File: config.mk
export PLATFORM = sky130hd
export DESIGN_NAME = mmi_rsp_mux
export DESIGN_NICKNAME = d
export VERILOG_FILES = /design/src/rtl/mmi_pkg.sv /design/src/rtl/mmi_addr_decode.sv /design/src/rtl/mmi_rsp_mux.sv
export SDC_FILE = /design/constraint.sdc
export NUM_CORES = 1
export LEC_CHECK = 0
export CORE_MARGIN = 4
export CORE_UTILIZATION = 36
export DETAILED_ROUTE_END_ITERATION = 10
export HOLD_SLACK_MARGIN = 0.02
export PLACE_DENSITY_LB_ADDON = 0.3
export RECOVER_POWER = 50
export SETUP_SLACK_MARGIN = 0.15
export SLEW_MARGIN = 20
export SYNTH_ARGS = -nofsm -noshare
export SYNTH_HDL_FRONTEND = slang
export SYNTH_SLANG_ARGS = --single-unit
File: constraint.sdc
create_clock -name clk -period 2 [get_ports clk]
set_input_delay 0.2 -clock clk [delete_from_list [all_inputs] [get_ports clk]]
set_output_delay 0.2 -clock clk [all_outputs]
set_load 0.05 [all_outputs]
File: src/rtl/mmi_pkg.sv
// Shared definitions for the memory-mapped interconnect: address map, target select codes, FSM states.
package mmi_pkg;

    // Inclusive byte-address windows of the three targets.
    localparam logic [31:0] RAM_LO  = 32'h0000_0000;
    localparam logic [31:0] RAM_HI  = 32'h0000_0003;
    localparam logic [31:0] CP_LO   = 32'h0000_0014;
    localparam logic [31:0] CP_HI   = 32'h0000_0017;
    localparam logic [31:0] COMM_LO = 32'h0000_0018;
    localparam logic [31:0] COMM_HI = 32'h0000_001B;

    localparam logic [2:0] SEL_RAM  = 3'b100;
    localparam logic [2:0] SEL_CP   = 3'b010;
    localparam logic [2:0] SEL_COMM = 3'b001;
    localparam logic [2:0] SEL_NONE = 3'b000;

    typedef enum logic [1:0] {
        ST_IDLE,
        ST_WAIT,
        ST_RESP
    } state_e;

endpackage

File: src/rtl/mmi_addr_decode.sv
// Combinational address decoder: byte address -> one-hot target select plus mapped flag.
module mmi_addr_decode
    import mmi_pkg::*;
#(
    parameter int ADDR_W = 32
) (
    input  logic [ADDR_W-1:0] addr_i,
    output logic [2:0]        sel_o,
    output logic              mapped_o
);

    // Offset-from-base compare: one unsigned test covers both bounds, and an
    // address below the base wraps to a large offset that fails it.
    function automatic logic in_win(input logic [ADDR_W-1:0] a,
                                    input logic [31:0] lo, input logic [31:0] hi);
        logic [ADDR_W-1:0] off;
        off = a - ADDR_W'(lo);
        return off <= ADDR_W'(hi - lo);
    endfunction

    always_comb begin
        sel_o = SEL_NONE;
        if (in_win(addr_i, RAM_LO, RAM_HI))
            sel_o = SEL_RAM;
        else if (in_win(addr_i, CP_LO, CP_HI))
            sel_o = SEL_CP;
        else if (in_win(addr_i, COMM_LO, COMM_HI))
            sel_o = SEL_COMM;
    end

    assign mapped_o = |sel_o;

endmodule

File: src/rtl/mmi_rsp_mux.sv
// Read/ack return path: one request at a time, strobes the decoded target, returns data or a timeout/unmapped error.
module mmi_rsp_mux
    import mmi_pkg::*;
#(
    parameter int                DATA_W   = 32,
    parameter int                ADDR_W   = 32,
    parameter int                TIMEOUT  = 16,
    parameter logic [DATA_W-1:0] ERR_DATA = 32'hDEAD_BEEF
) (
    input  logic              clk,
    input  logic              rst_n,
    input  logic              i_req_valid,
    output logic              o_req_ready,
    input  logic [ADDR_W-1:0] i_req_addr,
    input  logic              i_req_we,
    output logic [2:0]        o_sel,
    output logic              o_sel_valid,
    input  logic [DATA_W-1:0] i_rdata_ram,
    input  logic [DATA_W-1:0] i_rdata_cp,
    input  logic [DATA_W-1:0] i_rdata_comm,
    input  logic              i_rvalid_ram,
    input  logic              i_rvalid_cp,
    input  logic              i_rvalid_comm,
    output logic              o_rsp_valid,
    output logic [DATA_W-1:0] o_rsp_data,
    output logic              o_rsp_err,
    input  logic              i_rsp_ready
);

    localparam int TMR_W = $clog2(TIMEOUT + 1);

    state_e            state_q, state_d;
    logic [2:0]        sel_q, sel_d;
    logic              sel_valid_q, sel_valid_d;
    logic              we_q, we_d;
    logic [DATA_W-1:0] data_q, data_d;
    logic              err_q, err_d;
    logic [TMR_W-1:0]  timer_q, timer_d;

    logic [2:0]        dec_sel;
    logic              dec_mapped;
    logic              hit;
    logic [DATA_W-1:0] hit_data;

    mmi_addr_decode #(.ADDR_W(ADDR_W)) u_dec (
        .addr_i   (i_req_addr),
        .sel_o    (dec_sel),
        .mapped_o (dec_mapped)
    );

    // Only the selected target's rvalid counts; strays from the other two are ignored.
    assign hit = |(sel_q & {i_rvalid_ram, i_rvalid_cp, i_rvalid_comm});

    always_comb begin
        hit_data = '0;
        if (sel_q[2])
            hit_data = i_rdata_ram;
        else if (sel_q[1])
            hit_data = i_rdata_cp;
        else if (sel_q[0])
            hit_data = i_rdata_comm;
    end

    always_comb begin
        state_d     = state_q;
        sel_d       = sel_q;
        sel_valid_d = 1'b0;
        we_d        = we_q;
        data_d      = data_q;
        err_d       = err_q;
        timer_d     = timer_q;
        unique case (state_q)
            ST_IDLE: begin
                if (i_req_valid) begin
                    we_d = i_req_we;
                    if (dec_mapped) begin
                        sel_d       = dec_sel;
                        sel_valid_d = 1'b1;
                        timer_d     = '0;
                        state_d     = ST_WAIT;
                    end else begin
                        data_d  = ERR_DATA;
                        err_d   = 1'b1;
                        state_d = ST_RESP;
                    end
                end
            end
            ST_WAIT: begin
                // A response in the expiry cycle still wins over the timeout.
                if (hit) begin
                    data_d  = we_q ? '0 : hit_data;
                    err_d   = 1'b0;
                    state_d = ST_RESP;
                end else if (timer_q == TMR_W'(TIMEOUT - 1)) begin
                    data_d  = ERR_DATA;
                    err_d   = 1'b1;
                    state_d = ST_RESP;
                end else begin
                    timer_d = timer_q + TMR_W'(1);
                end
            end
            ST_RESP: begin
                if (i_rsp_ready) begin
                    sel_d   = SEL_NONE;
                    state_d = ST_IDLE;
                end
            end
            default: state_d = ST_IDLE;
        endcase
    end

    always_ff @(posedge clk or negedge rst_n) begin
        if (!rst_n) begin
            state_q     <= ST_IDLE;
            sel_q       <= SEL_NONE;
            sel_valid_q <= 1'b0;
            we_q        <= 1'b0;
            data_q      <= '0;
            err_q       <= 1'b0;
            timer_q     <= '0;
        end else begin
            state_q     <= state_d;
            sel_q       <= sel_d;
            sel_valid_q <= sel_valid_d;
            we_q        <= we_d;
            data_q      <= data_d;
            err_q       <= err_d;
            timer_q     <= timer_d;
        end
    end

    assign o_req_ready = (state_q == ST_IDLE);
    assign o_rsp_valid = (state_q == ST_RESP);
    assign o_sel       = sel_q;
    assign o_sel_valid = sel_valid_q;
    assign o_rsp_data  = data_q;
    assign o_rsp_err   = err_q;

endmodule
After elaboration in Yosys (flattened, before gate mapping)
Cells that the tools add are included.
- output and inout bits: 39
- logic and storage cells: 69
- flip-flop bits (word level): 45
- input port bits: 136
- bitwise gates (word level): 1
- muxes and demuxes: 35
- reduce and logical (&&, ||, !) cells: 10
- add/subtract/negate cells: 3
- equal/unequal tests: 10
- $lt $le $gt $ge: 3
- operator list (kind ; count):
    $mux W32 ; 8
    $le A32 B2 Y1 const B ; 3
    $pmux W32 S2 ; 1
    $sub A32 B5 Y32 const B ; 2
    $mux W5 ; 4
    $mux W3 ; 5
    $mux W2 ; 5
    $pmux W5 S2 ; 1
    $mux W1 ; 8
    $ne A2 B2 Y1 const B ; 4
    $reduce_and A4 Y1 ; 2
    $pmux W2 S3 ; 1
    $pmux W3 S2 ; 1
    $reduce_or A3 Y1 ; 2
    $add A5 B1 Y5 const B ; 1
    $eq A5 B4 Y1 const B ; 1
    $reduce_and A5 Y1 ; 1
    $ne A2 B1 Y1 const B ; 2
    $reduce_bool A2 Y1 ; 2
    $and A3 B3 Y3 ; 1
    $ne A3 B3 Y1 const B ; 1
    $reduce_and A3 Y1 ; 1
    $eq A2 B1 Y1 const B ; 1
    $eq A2 B2 Y1 const B ; 1
    other kinds (3) ; 3

Longest topological paths before layout
Gate-level depths: netlist of run 1.
- depth in word-level cells: 9
- depth in mapped cells: 12
- mapped depth without buffers: 10

By module
A second synthesis of run 1 with hierarchy kept.
- cell total of the unflattened synthesis: 372
- area, all modules: 3251.9 um2
- by module, submodules not included (module ; area an instance (um2) ; instances ; cells each ; seq. area each (um2)):
    mmi_rsp_mux ; 2487.4 ; 1 ; 256 ; 1126.1
    mmi_addr_decode ; 764.5 ; 1 ; 116 ; 0.0

Worst setup path after synthesis of run 1
No wires, ideal clock.
- kind: input-to-reg
- start point: in i_req_addr[3]
- end point: reg data_q[10], in the netlist o_rsp_data[10]
- setup time: 0.121 ns
- data arrival time: 2.658 ns
- cell stages on the path: 11
- slack: -0.779 ns
- required time: 1.879 ns
- buffers on the path: 2
- cell sequence: ha_1 -> nor4_4 -> nand2_2 -> o21a_1 -> or4_1 -> nor4_2 -> a21boi_2 -> a41o_1 -> buf_6 -> buf_6 -> o22a_1
- longest elaborated chain between the ends: 8
- elaborated cells between the ends (all ways): 11
- those cells by class: add/sub (2); order compare (3); eq/ne (1); mux (3); reduce/logical (2)
- RTL lines (what ; line ; text):
    from (decl) ; mmi_rsp_mux.sv:14 ; input logic [ADDR_W-1:0] i_req_addr,
    $sub A32 B5 Y32 ; mmi_addr_decode.sv:17 ; off = a - ADDR_W'(lo);
    $le A32 B2 Y1 ; mmi_addr_decode.sv:18 ; return off <= ADDR_W'(hi - lo);
    $mux W1 ; mmi_addr_decode.sv:27 ; else if (in_win(addr_i, COMM_LO, COMM_HI))
    $mux W3 ; mmi_addr_decode.sv:25 ; else if (in_win(addr_i, CP_LO, CP_HI))
    $mux W3 * ; mmi_addr_decode.sv:23 ; if (in_win(addr_i, RAM_LO, RAM_HI))
    $reduce_or A3 Y1 * ; mmi_addr_decode.sv:31 ; assign mapped_o = |sel_o;
    $ne A2 B2 Y1 (no source line) * ; - ;
    $reduce_and A4 Y1 (no source line) * ; - ;
    to (signal assigned) ; mmi_rsp_mux.sv:126 ; data_q <= data_d;
    to (decl) ; mmi_rsp_mux.sv:36 ; logic [DATA_W-1:0] data_q, data_d;
Every way passes the cells marked *; elsewhere a longest branch is shown, timed or not.
A chain may end at the register's enable or synchronous reset.

Worst setup path in the final report of run 1
- start point: in i_req_addr[9]
- end point: reg data_q[9], in the netlist o_rsp_data[9]
The elaborated chain is that of the path after synthesis.

==> results by group, run 1 <==
Outcome
  • Status: complete, but fails checks
  • Failing checks: negative setup slack

Synthesis
  • Sequential area share after synthesis: 34.0%
  • Cells after Synth: 403
  • Synth Area in Adders: 1.51%
  • Async SR Flop Fraction: 100%
  • Synth cell types: 50
  • Ys Warns: 0
  • Main synth FF type: dfrtp_1
  • Post-synthesis compound-gate area fraction: 30.2%
  • EDFF count, synth: 0
  • Post-Syn Nets: 543
  • Post-Synth XOR/XNOR Area: 1.85%
  • Largest family of logic cells by synthesized area: compound AO/OA/AOI/OAI gates
  • Mapped cell area: 0.00331 mm^2
  • Post-synthesis register bit count: 45
  • Mux share of post-synthesis cell area: 0.340%
  • Avg Synthesized Cell Area: 8.22 um^2
  • Synth Area in Simple Gates: 25.6%

Worst setup path
  • Crit path max fanout: 9
  • Critical path startpoint category: primary input
  • Worst EP arrival: 2870 ps
  • WP data required: 2190 ps
  • RR Startpoint: o_sel[0]
  • Last element of the critical path: o_rsp_data[9]
  • R2R Path End: o_rsp_data[9]
  • Cell Chain, Critical Path: buf_8 > nor4_4 > nand3_1 > buf_4 > buf_8 > o31ai_1 > nand2_1 > nor4_4 > a21boi_2 > a41o_4 > buf_6 > buf_12 > o22a_1
  • Max incr delay on CP: 370 ps
  • CP Capture Type: flop
  • Worst setup path category: primary input to flop
  • Highest-delay cell along the critical path: nor4_4
  • Worst R2R Path Depth: 8
  • Worst R2R Setup Slack: -160 ps
  • Crit path launch: i_req_addr[9]

Die
  • CORE AREA: 0.00885 mm^2
  • Die Y: 104 um
  • FP Rows: 34
  • Die width: 104 um
  • Die Area: 0.0108 mm^2
  • Initial Util: 37.5%
  • I/O Pins: 175

Finish
  • Number of antenna diodes: 0
  • Final cell count without fillers: 762
  • Share of cells above drive strength 1: 28.1%
  • NumNets Final: 793
  • Most frequent cells in the layout: 141 x clkdlybuf4s50_1, 77 x buf_4, 65 x nor2_1, 44 x dfrtp_1, 37 x a21oi_1
  • Layout area overhead: 92.9%
  • Most common cell after layout, fill and taps aside: clkdlybuf4s50_1

GRT
  • Vias in the first global route: 4359
  • Largest net degree at the start of global routing: 67
  • Initial antenna violation count: 0
  • Grt total ovfl: 0
  • First-pass GRT wire length: 22.4 mm
  • Global Route Usage Sum: 25.2%

Clocking
  • Worst-path clk slew: 100 ps
  • CTS tree: yes
  • H-tree levels: 2
  • Clock root cell: clkbuf_8
  • TritonCTS buffer count: 5
  • Sink Count: 45
  • Clk buf depth: 2
  • Insertion delay to the later sink of the worst-skew pair: 310 ps

Timing
  • Slew Limit Fails: 0
  • RSZ-0062 raised after global routing: true
  • Max Fclk: 374 MHz
  • Clock skew: 14.9 ps
  • Hold WS: 512 ps
  • Setup WS post-layout: -674 ps
  • Period utilization: 134%
  • Final Hold Fails: 0
  • Final setup viols: 44
  • TNS Setup: -27210 ps
  • Fin crit period: 2670 ps
  • Slew @ Worst Pin: 779 ps
  • Relative slew slack: 48.1%

Job
  • Max cap viols: 0

Power and ir drop
  • Pwr dens: 513 mW/mm^2
  • Worst VDD drop: 0.000860 V
  • Leak: 2.48 nW

Placed design
  • Routability congestion estimate: 0.881
  • Placed insts: 722
  • Buffers on Ports: 172
  • Setup WS pre-CTS: -1300 ps
  • Dpl hpwl: 9.96 mm

Drt
  • Final wirelength: 14.4 mm
  • Avg WL per Cell: 19.0 um
  • DR vias: 4335
  • DRC viols: 0
  • DRT iter0 DRCs: 267
  • 1st-pass router iterations: 5
  • Vias per cell: 5.69
  • Antenna viol nets, final: 0

Worst hold path
  • Hold Path Class: primary input to asynchronous set/reset pin
-- cells in the mapped netlist (4+ instances only) --
master    instances  area share (%)
nor2_1           67             7.6
dfrtp_1          45              34
or3_1             4            0.75
o32ai_1           9             2.4
o31ai_1           4            0.91
nor4_1            6             1.1
nor3_1            8             1.2
clkbuf_1         23             2.6
a21oi_1          41             6.2
o22a_1           24             6.3
xnor2_1           5             1.3
nand4_1           6             1.1
o21ai_0          10             1.5
a31oi_1           5            0.94
ha_1              4             1.5
nand2_1          18             2.0
or4_1             5             1.1
buf_6             5             1.7
inv_1            17             1.9
nor2b_1           8             1.5
a22oi_1          34             7.7
nand3_1           9             1.4
nand2b_1          4            0.75
-- flip-flops by register name, summed over array words and instances (netlist names) --
name and flops:
o_rsp_err 1, o_sel_valid 1, o_sel 3, o_rsp_data 32
we_q 1, state_q 2, timer_q 5
-- worst min-delay path by stage --
stage	start	endpoint	slack, ps	cells past startpoint
after floorplan	rst_n	o_rsp_data[0]	-100	0
after global placement	rst_n	o_rsp_data[18]	280	1
after detailed placement	rst_n	o_rsp_data[18]	290	1
after CTS	i_rsp_ready	state_q[1]	500	3
after global routing	i_req_we	we_q	510	2
final	rst_n	o_rsp_data[18]	510	2
-- worst max-delay path: cells and delay by family --
family / cells / cell delay (ps)
compound gates: 4 / 930
buf+inv: 5 / 690
simple gates: 4 / 1040
-- cell families after synthesis --
family,Yosys count
AND/OR/NAND/NOR,156
XOR/XNOR,7
buffers and inverters,47
multiplexers,1
adder cells (fa/ha/maj),4
AO/OA/AOI/OAI,143
flip-flops,45
-- stage by stage --
stage	utilization [%]	power, mW	cell area, um^2
4_1_cts	70.7	3.17	6250
3_5_place_dp	63.5	2.26	5620
3_3_place_gp	63.5	2.24	5620
5_1_grt	72.2	3.44	6390
2_1_floorplan	-	1.66	3360
6_report	72.2	3.28	6390
-- power breakdown --
part           total (mW)  internal [mW]  switching [mW]
combinational        1.65          0.800           0.854
sequential           1.03          0.981          0.0525
clock               0.594          0.253           0.342
-- layout make-up --
class	instances	area (um^2)
Sequential cell	45	1130
Clock buffer	5	68.8
Multi-Input combinational cell	311	2350
Fill cell	642	2460
Inverter	17	63.8
Clock inverter	3	25.0
Tap cell	108	135
Timing Repair Buffer	273	2630
-- metal layers --
metal,wire [um],GRT usage (%),vias up
met5,0,0,-
met4,462,7.98,0
met3,1100,5.83,38
met2,7390,43.8,204
met1,5490,30.7,2074
li1,-,-,2019
-- repair_timing --
item,in CTS,in global routing
pin swaps,35,14
gates cloned,3,1
hold buffers,1,0
buffers inserted,23,4
setup endpoints to repair,44,45
gates resized for setup,133,28
hold endpoints to repair,31,0
Note: power is estimated with default switching activity, not from simulation.
==> inputs of run 2 (changes only) <==
--- a/config.mk
+++ b/config.mk
@@ -9,7 +9,8 @@
 export CORE_UTILIZATION = 36
 export DETAILED_ROUTE_END_ITERATION = 10
 export HOLD_SLACK_MARGIN = 0.02
-export PLACE_DENSITY_LB_ADDON = 0.3
+export MAX_ROUTING_LAYER = met4
+export PLACE_DENSITY = 0.78
 export RECOVER_POWER = 50
 export SETUP_SLACK_MARGIN = 0.15
 export SLEW_MARGIN = 20
==> results by group, run 2 (synthesized netlist as in run 1, its figures left out) <==
Drt
  • 1st-pass router iterations: 6 (+1)
  • Avg WL per Cell: 20.8 um (+9.5%)
  • DRC viols: 0 (unchanged)
  • Vias per cell: 5.81 (+2.1%)
  • Antenna viol nets, final: 0 (unchanged)
  • DR vias: 4526 (+4.4%)
  • Final wirelength: 16.2 mm (+12%)
  • DRT iter0 DRCs: 321 (+20%)

GRT
  • Largest net degree at the start of global routing: 67 (unchanged)
  • Initial antenna violation count: 0 (unchanged)
  • Vias in the first global route: 4451 (+2.1%)
  • Global Route Usage Sum: 27.1% (+2.0 points)
  • Grt total ovfl: 0 (unchanged)
  • First-pass GRT wire length: 23.3 mm (+4.2%)

Worst setup path
  • Worst EP arrival: 2870 ps (about the same)
  • Worst setup path category: primary input to flop
  • R2R Path End: timer_q[3]
  • Highest-delay cell along the critical path: nor4_4
  • RR Startpoint: o_sel[0]
  • Crit path max fanout: 8 (-1)
  • Cell Chain, Critical Path: buf_2 > nor4_4 > buf_4 > nand3_1 > buf_6 > buf_4 > o31ai_4 > nand3_4 > nor4_4 > a21boi_2 > buf_4 > buf_6 > buf_8 > a31oi_4 > o22ai_2
  • Worst R2R Path Depth: 8 (unchanged)
  • CP Capture Type: flop
  • Max incr delay on CP: 360 ps (about the same)
  • Most common cell on crit path: buf_4
  • Critical path startpoint category: primary input
  • CP top delay family: buffers and inverters
  • Worst R2R Setup Slack: -390 ps (-230 ps)
  • Worst path bufs/invs: 7 (+2)
  • WP data required: 2190 ps (about the same)

Power and ir drop
  • Worst VDD drop: 0.000357 V (-59%)
  • Leak: 2.57 nW (+3.9%)
  • Final Power: 3.32 mW (+1.3%)
  • Pwr dens: 501 mW/mm^2 (-2.4%)

Timing
  • Relative slew slack: 25.4% (-23 points)
  • Fin crit period: 2680 ps (+4.48 ps)
  • Final Hold Fails: 0 (unchanged)
  • Slew @ Worst Pin: 1120 ps (+341 ps)
  • Setup WS post-layout: -678 ps (-4.48 ps)
  • Final setup viols: 44 (unchanged)
  • TNS Setup: -26900 ps (+306 ps)
  • Clock skew: 12.5 ps (-2.34 ps)
  • Slew Limit Fails: 0 (unchanged)
  • Max Fclk: 373 MHz (-0.17%)
  • Period utilization: 134% (+0.22 points)
  • Hold WS: 491 ps (-20.8 ps)
  • RSZ-0062 raised after global routing: true

Placed design
  • Buffers on Ports: 172 (unchanged)
  • Setup WS pre-CTS: -1450 ps (-154 ps)
  • Placed insts: 726 (+0.55%)
  • Routability congestion estimate: 0.908 (+3.0%)
  • Placed Area: 0.00565 mm^2 (+0.53%)
  • Dpl hpwl: 10.2 mm (+2.5%)

Outcome
  • Failing checks: negative setup slack
  • Status: complete, but fails checks

Clocking
  • Clock root cell: clkbuf_8
  • Sink Count: 45 (unchanged)
  • Clk buf depth: 2 (unchanged)
  • Insertion delay to the later sink of the worst-skew pair: 310 ps (about the same)
  • TritonCTS buffer count: 5 (unchanged)
  • Worst-path clk slew: 90 ps (about the same)
  • H-tree levels: 2 (unchanged)
  • CTS tree: yes

Die
  • Die Y: 104 um (unchanged)
  • Initial Util: 37.5% (unchanged)
  • FP Rows: 34 (unchanged)
  • I/O Pins: 175 (unchanged)
  • CORE AREA: 0.00885 mm^2 (unchanged)
  • Die Area: 0.0108 mm^2 (unchanged)
  • Die width: 104 um (unchanged)

Finish
  • Share of cells above drive strength 1: 31.1% (+3.0 points)
  • FILL cells: 585 (-8.9%)
  • Number of antenna diodes: 0 (unchanged)
  • Design Area, Final: 0.00664 mm^2 (+3.8%)
  • Fin util: 75.0% (+2.8 points)
  • Most common cell after layout, fill and taps aside: clkdlybuf4s50_1
  • Max reg flops: 32 (unchanged)
  • Most frequent cells in the layout: 140 x clkdlybuf4s50_1, 90 x buf_4, 64 x nor2_1, 44 x dfrtp_1, 38 x a21oi_1
  • Layout area overhead: 100%
  • NumNets Final: 810 (+2.1%)
  • Final cell count without fillers: 779 (+2.2%)

Worst hold path
  • Worst hold path startpoint: i_req_addr[7]
  • Hold EP: o_sel[2]
  • Hold Path Class: primary input to flop
  • Hold path cells: 5

Job
  • Max cap viols: 0 (unchanged)
run 2: timing repair:
item / CTS / global route
gates resized for setup: 155 / 31
buffers inserted: 27 / 13
hold endpoints to repair: 45 / 0
pin swaps: 32 / 15
hold buffers: 1 / 0
gates cloned: 3 / 1
endpoints found under the setup margin: 44 / 44
run 2: worst min-delay path, stage by stage:
cell	delay (ps)
buf_6	100
nor3_2	80
nand4_1	150
buf_4	160
o22ai_2	70
run 2: routing by layer:
layer	part of all wire [%]	global-route usage, %	wire length (um)
met5	0	-	0
met4	3.4	8.83	554
met3	6.6	7.51	1060
met2	50	46.6	8120
met1	40	30.6	6440
run 2: cell type report:
class	count	area (um^2)	share of cell area [%]
Tap cell	108	135	2.04
Sequential cell	45	1130	17.0
Clock buffer	5	68.8	1.04
Inverter	17	63.8	0.962
Timing Repair Buffer	290	2780	41.9
Clock inverter	3	21.3	0.321
Multi-Input combinational cell	311	2440	36.8
run 2: worst max path at each step:
| stage | slack [ps] | depth (start not counted) | end | startpoint |
|---|---|---|---|---|
| 2_1_floorplan | -760 | 11 | o_rsp_data[10] | i_req_addr[3] |
| 5_1_grt | -720 | 16 | o_sel[1] | i_req_addr[31] |
| 6_report | -680 | 15 | timer_q[4] | i_req_addr[13] |
| 4_1_cts | -510 | 13 | o_rsp_data[23] | i_req_addr[4] |
| 3_3_place_gp | -1390 | 12 | o_rsp_data[31] | i_req_addr[3] |
| 3_5_place_dp | -1450 | 12 | o_rsp_data[5] | i_req_addr[3] |
run 2: where the power goes:
| part | total [mW] | internal [mW] | switching (mW) |
|---|---|---|---|
| combinational | 1.62 | 0.821 | 0.797 |
| sequential | 1.12 | 0.980 | 0.139 |
| clock | 0.586 | 0.248 | 0.338 |
| total | 3.32 | 2.05 | 1.27 |
